**config.mk**
```make
export PLATFORM = sky130hd
export DESIGN_NAME = dmem_arbiter
export DESIGN_NICKNAME = d
export VERILOG_FILES = /design/src/rtl/dmem_pkg.sv /design/src/rtl/rr_pick2.sv /design/src/rtl/dmem_arbiter.sv
export SDC_FILE = /design/constraint.sdc
export NUM_CORES = 1
export LEC_CHECK = 0
export CORE_AREA = 2 2 86 88
export CTS_BUF_LIST = sky130_fd_sc_hd__clkbuf_16
export CTS_CLUSTER_DIAMETER = 100
export CTS_CLUSTER_SIZE = 10
export DETAILED_ROUTE_END_ITERATION = 8
export DIE_AREA = 0 0 88 90
export DONT_BUFFER_PORTS = 1
export GPL_TIMING_DRIVEN = 0
export SETUP_SLACK_MARGIN = 0.4
export SLEW_MARGIN = 20
export SYNTH_ARGS = -nofsm -noshare
export SYNTH_HDL_FRONTEND = slang
export SYNTH_HIERARCHICAL = 1
export SYNTH_SLANG_ARGS = --single-unit
```
**constraint.sdc**
```tcl
create_clock -name clk -period 2.09 [get_ports clk]
set_clock_uncertainty 0.1 [all_clocks]
set_input_delay 0.418 -clock clk [delete_from_list [all_inputs] [get_ports clk]]
set_output_delay 0.418 -clock clk [all_outputs]
set_load 0.005 [all_outputs]
```
**src/rtl/dmem_pkg.sv**
```systemverilog
// rtl/dmem_pkg.sv - shared types and constants for the data-memory arbiter
package dmem_pkg;

    // Address width for a memory of the given depth (at least one bit).
    function automatic int addr_w(input int depth);
        return (depth > 1) ? $clog2(depth) : 1;
    endfunction

    // Ownership states of the arbiter.
    typedef enum logic [1:0] {
        ST_IDLE = 2'd0,
        ST_OWN0 = 2'd1,
        ST_OWN1 = 2'd2
    } state_t;

    // Requester indices: core load/store path and DMA/debug loader.
    localparam int REQ_CORE = 0;
    localparam int REQ_DMA  = 1;

endpackage

```
**src/rtl/rr_pick2.sv**
```systemverilog
// rtl/rr_pick2.sv - combinational two-way round-robin picker
module rr_pick2 (
    input  logic [1:0] i_req,
    input  logic       i_last,
    input  logic [1:0] i_allow,
    output logic [1:0] o_gnt
);

    logic [1:0] w_elig;

    assign w_elig = i_req & i_allow;

    // One-hot pick; on a tie the requester that did not win last time goes.
    always_comb begin
        o_gnt = w_elig;
        if (w_elig == 2'b11) begin
            o_gnt = i_last ? 2'b01 : 2'b10;
        end
    end

endmodule

```
**src/rtl/dmem_arbiter.sv**
```systemverilog
// rtl/dmem_arbiter.sv - two-requester arbiter and sequencer for the data memory
module dmem_arbiter
    import dmem_pkg::*;
#(
    parameter  int DEPTH  = 32,
    parameter  int WIDTH  = 32,
    localparam int ADDR_W = addr_w(DEPTH)
) (
    input  logic              clk,
    input  logic              rst,
    input  logic              req0,
    input  logic              req1,
    input  logic              we0,
    input  logic              we1,
    input  logic              lock0,
    input  logic              lock1,
    input  logic [ADDR_W-1:0] addr0,
    input  logic [ADDR_W-1:0] addr1,
    input  logic [WIDTH-1:0]  wdata0,
    input  logic [WIDTH-1:0]  wdata1,
    output logic              gnt0,
    output logic              gnt1,
    output logic              rvalid0,
    output logic              rvalid1,
    output logic [WIDTH-1:0]  rdata0,
    output logic [WIDTH-1:0]  rdata1,
    output logic              mem_write,
    output logic [ADDR_W-1:0] mem_addr,
    output logic [WIDTH-1:0]  mem_wdata,
    input  logic [WIDTH-1:0]  mem_rdata
);

    state_t            r_state;
    state_t            w_state_nxt;
    logic              r_last;
    logic              w_last_nxt;
    logic [1:0]        w_allow;
    logic [1:0]        w_pick;
    logic [1:0]        w_gnt;
    logic              r_rvalid0;
    logic              r_rvalid1;
    logic [WIDTH-1:0]  r_rdata0;
    logic [WIDTH-1:0]  r_rdata1;
    logic              w_rd0;
    logic              w_rd1;

    // Only the owner may be picked while a lock is held.
    always_comb begin
        w_allow = 2'b11;
        case (r_state)
            ST_OWN0: w_allow = 2'b01;
            ST_OWN1: w_allow = 2'b10;
            default: w_allow = 2'b11;
        endcase
    end

    rr_pick2 u_pick (
        .i_req   ({req1, req0}),
        .i_last  (r_last),
        .i_allow (w_allow),
        .o_gnt   (w_pick)
    );

    // Reset suppresses every grant so nothing reaches memory in that cycle.
    assign w_gnt = rst ? 2'b00 : w_pick;

    assign gnt0      = w_gnt[REQ_CORE];
    assign gnt1      = w_gnt[REQ_DMA];
    assign mem_write = (w_gnt[REQ_CORE] & we0) | (w_gnt[REQ_DMA] & we1);
    assign mem_addr  = w_gnt[REQ_DMA] ? addr1  : addr0;
    assign mem_wdata = w_gnt[REQ_DMA] ? wdata1 : wdata0;

    assign w_rd0 = w_gnt[REQ_CORE] & ~we0;
    assign w_rd1 = w_gnt[REQ_DMA]  & ~we1;

    // Next ownership state and round-robin pointer.
    always_comb begin
        w_state_nxt = r_state;
        w_last_nxt  = r_last;
        if (w_gnt[REQ_CORE]) begin
            w_last_nxt = 1'b0;
        end else if (w_gnt[REQ_DMA]) begin
            w_last_nxt = 1'b1;
        end
        case (r_state)
            ST_IDLE: begin
                if (w_gnt[REQ_CORE] && lock0) begin
                    w_state_nxt = ST_OWN0;
                end else if (w_gnt[REQ_DMA] && lock1) begin
                    w_state_nxt = ST_OWN1;
                end
            end
            // Owner keeps the memory only by requesting again with lock set.
            ST_OWN0: begin
                if (!(w_gnt[REQ_CORE] && lock0)) begin
                    w_state_nxt = ST_IDLE;
                end
            end
            ST_OWN1: begin
                if (!(w_gnt[REQ_DMA] && lock1)) begin
                    w_state_nxt = ST_IDLE;
                end
            end
            default: w_state_nxt = ST_IDLE;
        endcase
    end

    // State, pointer and read-response registers.
    always_ff @(posedge clk) begin
        if (rst) begin
            r_state   <= ST_IDLE;
            r_last    <= 1'b1;
            r_rvalid0 <= 1'b0;
            r_rvalid1 <= 1'b0;
            r_rdata0  <= '0;
            r_rdata1  <= '0;
        end else begin
            r_state   <= w_state_nxt;
            r_last    <= w_last_nxt;
            r_rvalid0 <= w_rd0;
            r_rvalid1 <= w_rd1;
            if (w_rd0) begin
                r_rdata0 <= mem_rdata;
            end
            if (w_rd1) begin
                r_rdata1 <= mem_rdata;
            end
        end
    end

    assign rvalid0 = r_rvalid0;
    assign rvalid1 = r_rvalid1;
    assign rdata0  = r_rdata0;
    assign rdata1  = r_rdata1;

endmodule

```
==> results.sh <==
export IMPL_placedInstanceArea_sq_um=2850
export IMPL_end_kind="output pin"
export IMPL_antenna_found_initial=1
export IMPL_power_density_nw_per_um2=956
export IMPL_syn_cell_area_sq_um=2710
export IMPL_synth_seq_area_share=0.510
export IMPL_ctsHtreeMaxLevel=3
export IMPL_dieArea_sq_um=7920
export IMPL_fin_area_sq_um=3540
export IMPL_clkSinkCount=69
export IMPL_ys_top_cells_by_area="dfxtp_1 (51%), a32o_1 (24%), mux2_2 (15%)"
export IMPL_cts_hold_buffers_added=0
export IMPL_synth_top_cell_by_area="dfxtp_1"
export IMPL_viasPerCell=6.14
export IMPL_avgSynthCellArea_sq_um=12.8
export IMPL_synth_cells=211
export IMPL_nNetsFinal=352
export IMPL_critical_path_arrival_ns=1.69
export IMPL_grt_ovfl_total=0
export IMPL_start_kind="register"
export IMPL_ys_types=21
export IMPL_cts_clk_slew_worst_paths_ns=0.06
export IMPL_grt_use_total=0.199
export IMPL_grt_pass1_wl_mm=11.8
export IMPL_worstHoldPathCells=1
export IMPL_wl_met2_mm=4.24
export IMPL_drv_cap=0
export IMPL_critPathRequiredTime_ns=1.57
export IMPL_dr_total_vias=2107
export IMPL_numCtsBuffers=9
export IMPL_max_freq_ghz=0.452
export IMPL_gp_congestion=0.753
export IMPL_wl_met1_mm=3.21
export IMPL_cts_tree="built"
export IMPL_top_layer_used="met4"
export IMPL_syn_num_nets=325
export IMPL_die_x_um=88
export IMPL_drive_above_1_share=0.428
export IMPL_ant_nets=0
export IMPL_fin_ws_ns=-0.121
export IMPL_finalCriticalPeriod_ns=2.21
export IMPL_final_common_cell="dfxtp_1"
export IMPL_violations="negative setup slack"
export IMPL_drt_initial_drc_count=112
export IMPL_start_util=0.385
export IMPL_maxSlewViolCount=0
export IMPL_setup_violations_final=38
export IMPL_wl_per_cell_um=24.5
export IMPL_tightest_slew_ns=0.481
export IMPL_ioPinCount=220
export IMPL_power_leakage_nw=1.35
export IMPL_drtPass1Iterations=4
export IMPL_grt_pass1_vias=2082
export IMPL_worstSetupPathType="register to output pin"
export IMPL_syn_to_final_growth_pct=30.9
export IMPL_pre_cts_ws_ns=0.155
export IMPL_cts_buffer_depth=2
export IMPL_reg2reg_depth=7
export IMPL_ys_seq_elements=69
export IMPL_relSlewSlack=0.679
export IMPL_die_h_um=90
export IMPL_wirelength_mm=8.42
export IMPL_final_hold_violation_count=0
export IMPL_yosysTopAreaCellShare=0.510
export IMPL_ir_drop_mv=0.404
export IMPL_port_buffers=0
export IMPL_fin_crit_sh=1.06
export IMPL_grt_max_degree=14
export IMPL_rsz0062_at_grt="yes"
export IMPL_hold_class="input port to register"
export IMPL_clk_latency_ns=0.32
export IMPL_status="complete, but fails checks"
export IMPL_holdWs_ns=0.111
export IMPL_dp_hpwl_mm=6.06
export IMPL_post_route_drc_count=0
export IMPL_core_sq_um=7020
export IMPL_final_cell_mix="dfxtp_1 (67), a32o_1 (64), mux2_2 (32)"
export IMPL_yosysWarnings=6
export IMPL_met3WireLength_um=816
export IMPL_crit_path_max_fanout=5
export IMPL_root_buffer="clkbuf_16"
export IMPL_fp_row_count=31
-- metrics by stage --
step	power (mW)	util	TNS, ns	std cells
3_3_place_gp	1.73	0.406	0	310
3_5_place_dp	1.73	0.406	0	310
5_1_grt	3.51	0.504	-5.87	342
4_1_cts	3.40	0.487	-3.21	338
6_report	3.39	0.505	-3.54	343
2_1_floorplan	1.66	-	0	211
-- metal layers --
layer / up-vias / track usage
li1: 921 / -
met1: 1035 / 0.237
met2: 136 / 0.319
met3: 15 / 0.0790
met4: 0 / 0.0769
met5: - / 0
-- power breakdown --
part           internal [mW]  switching, mW
sequential              1.38         0.0524
combinational          0.192          0.156
clock                   1.05          0.558
-- final cells by class --
| class | count | area, sq um |
|---|---|---|
| fill | 651 | 3480 |
| multi-input combinational | 117 | 1280 |
| tap | 99 | 124 |
| sequential | 69 | 1380 |
| timing repair buffer | 16 | 196 |
| clock buffer | 9 | 225 |
| buffer | 23 | 216 |
| antenna | 1 | 2.50 |
| clock inverter | 7 | 97.6 |
| inverter | 2 | 20.0 |
-- worst max-delay path: stages (launching register included) --
cell	delay, ns
dfxtp_2	0.33
nand2b_4	0.13
nand2_4	0.05
a31oi_4	0.19
nand2b_4	0.09
buf_6	0.14
buf_8	0.13
mux2_4	0.31
-- kinds of logic (layout without fill, tap and decap cells) --
kind of cell           count (synthesis)  after routing  synth area share
AND/OR/NAND/NOR                       12             12            0.0365
buffers and inverters                 25             57            0.0513
other                                  0              1                 0
AO/OA/AOI/OAI                         68             68             0.248
flip-flops                            69             69             0.510
multiplexers                          37             37             0.154
-- registers in the layout, indices dropped and copies added (netlist names) --
name,flops
rdata1,32
rdata0,32
rvalid0,1
r_state,2
rvalid1,1
r_last,1
-- cells in the mapped netlist --
| cell | count |
|---|---|
| dfxtp_1 | 69 |
| a32o_1 | 64 |
| mux2_2 | 37 |
| buf_2 | 12 |
| clkbuf_1 | 6 |
| nand2b_1 | 4 |
| buf_4 | 3 |
| inv_1 | 2 |
| nor3b_2 | 2 |
| a22o_1 | 1 |
| a31oi_1 | 1 |
| and4bb_2 | 1 |
| buf_6 | 1 |
| buf_8 | 1 |
| nand2_1 | 1 |
| nand2b_4 | 1 |
| nor2_1 | 1 |
| nor2b_1 | 1 |
| nor4b_1 | 1 |
| o211a_1 | 1 |
| o21ai_0 | 1 |
-- final timing paths --
| path | start | end | slack [ns] |
|---|---|---|---|
| max | r_state[1] | mem_wdata[7] | -0.12 |
| min | mem_rdata[4] | rdata1[4] | 0.11 |
| max reg2reg | r_state[1] | rdata0[3] | 0.35 |
| min reg2reg | r_state[0] | r_state[1] | 0.37 |
-- timing repair --
item,4_1_cts,5_1_grt
endpoints found under the setup margin,100,99
setup buffers,10,2
resized for setup,37,24
pin swaps,2,2
cloned,2,2
Note: power is estimated with default switching activity, not from simulation.
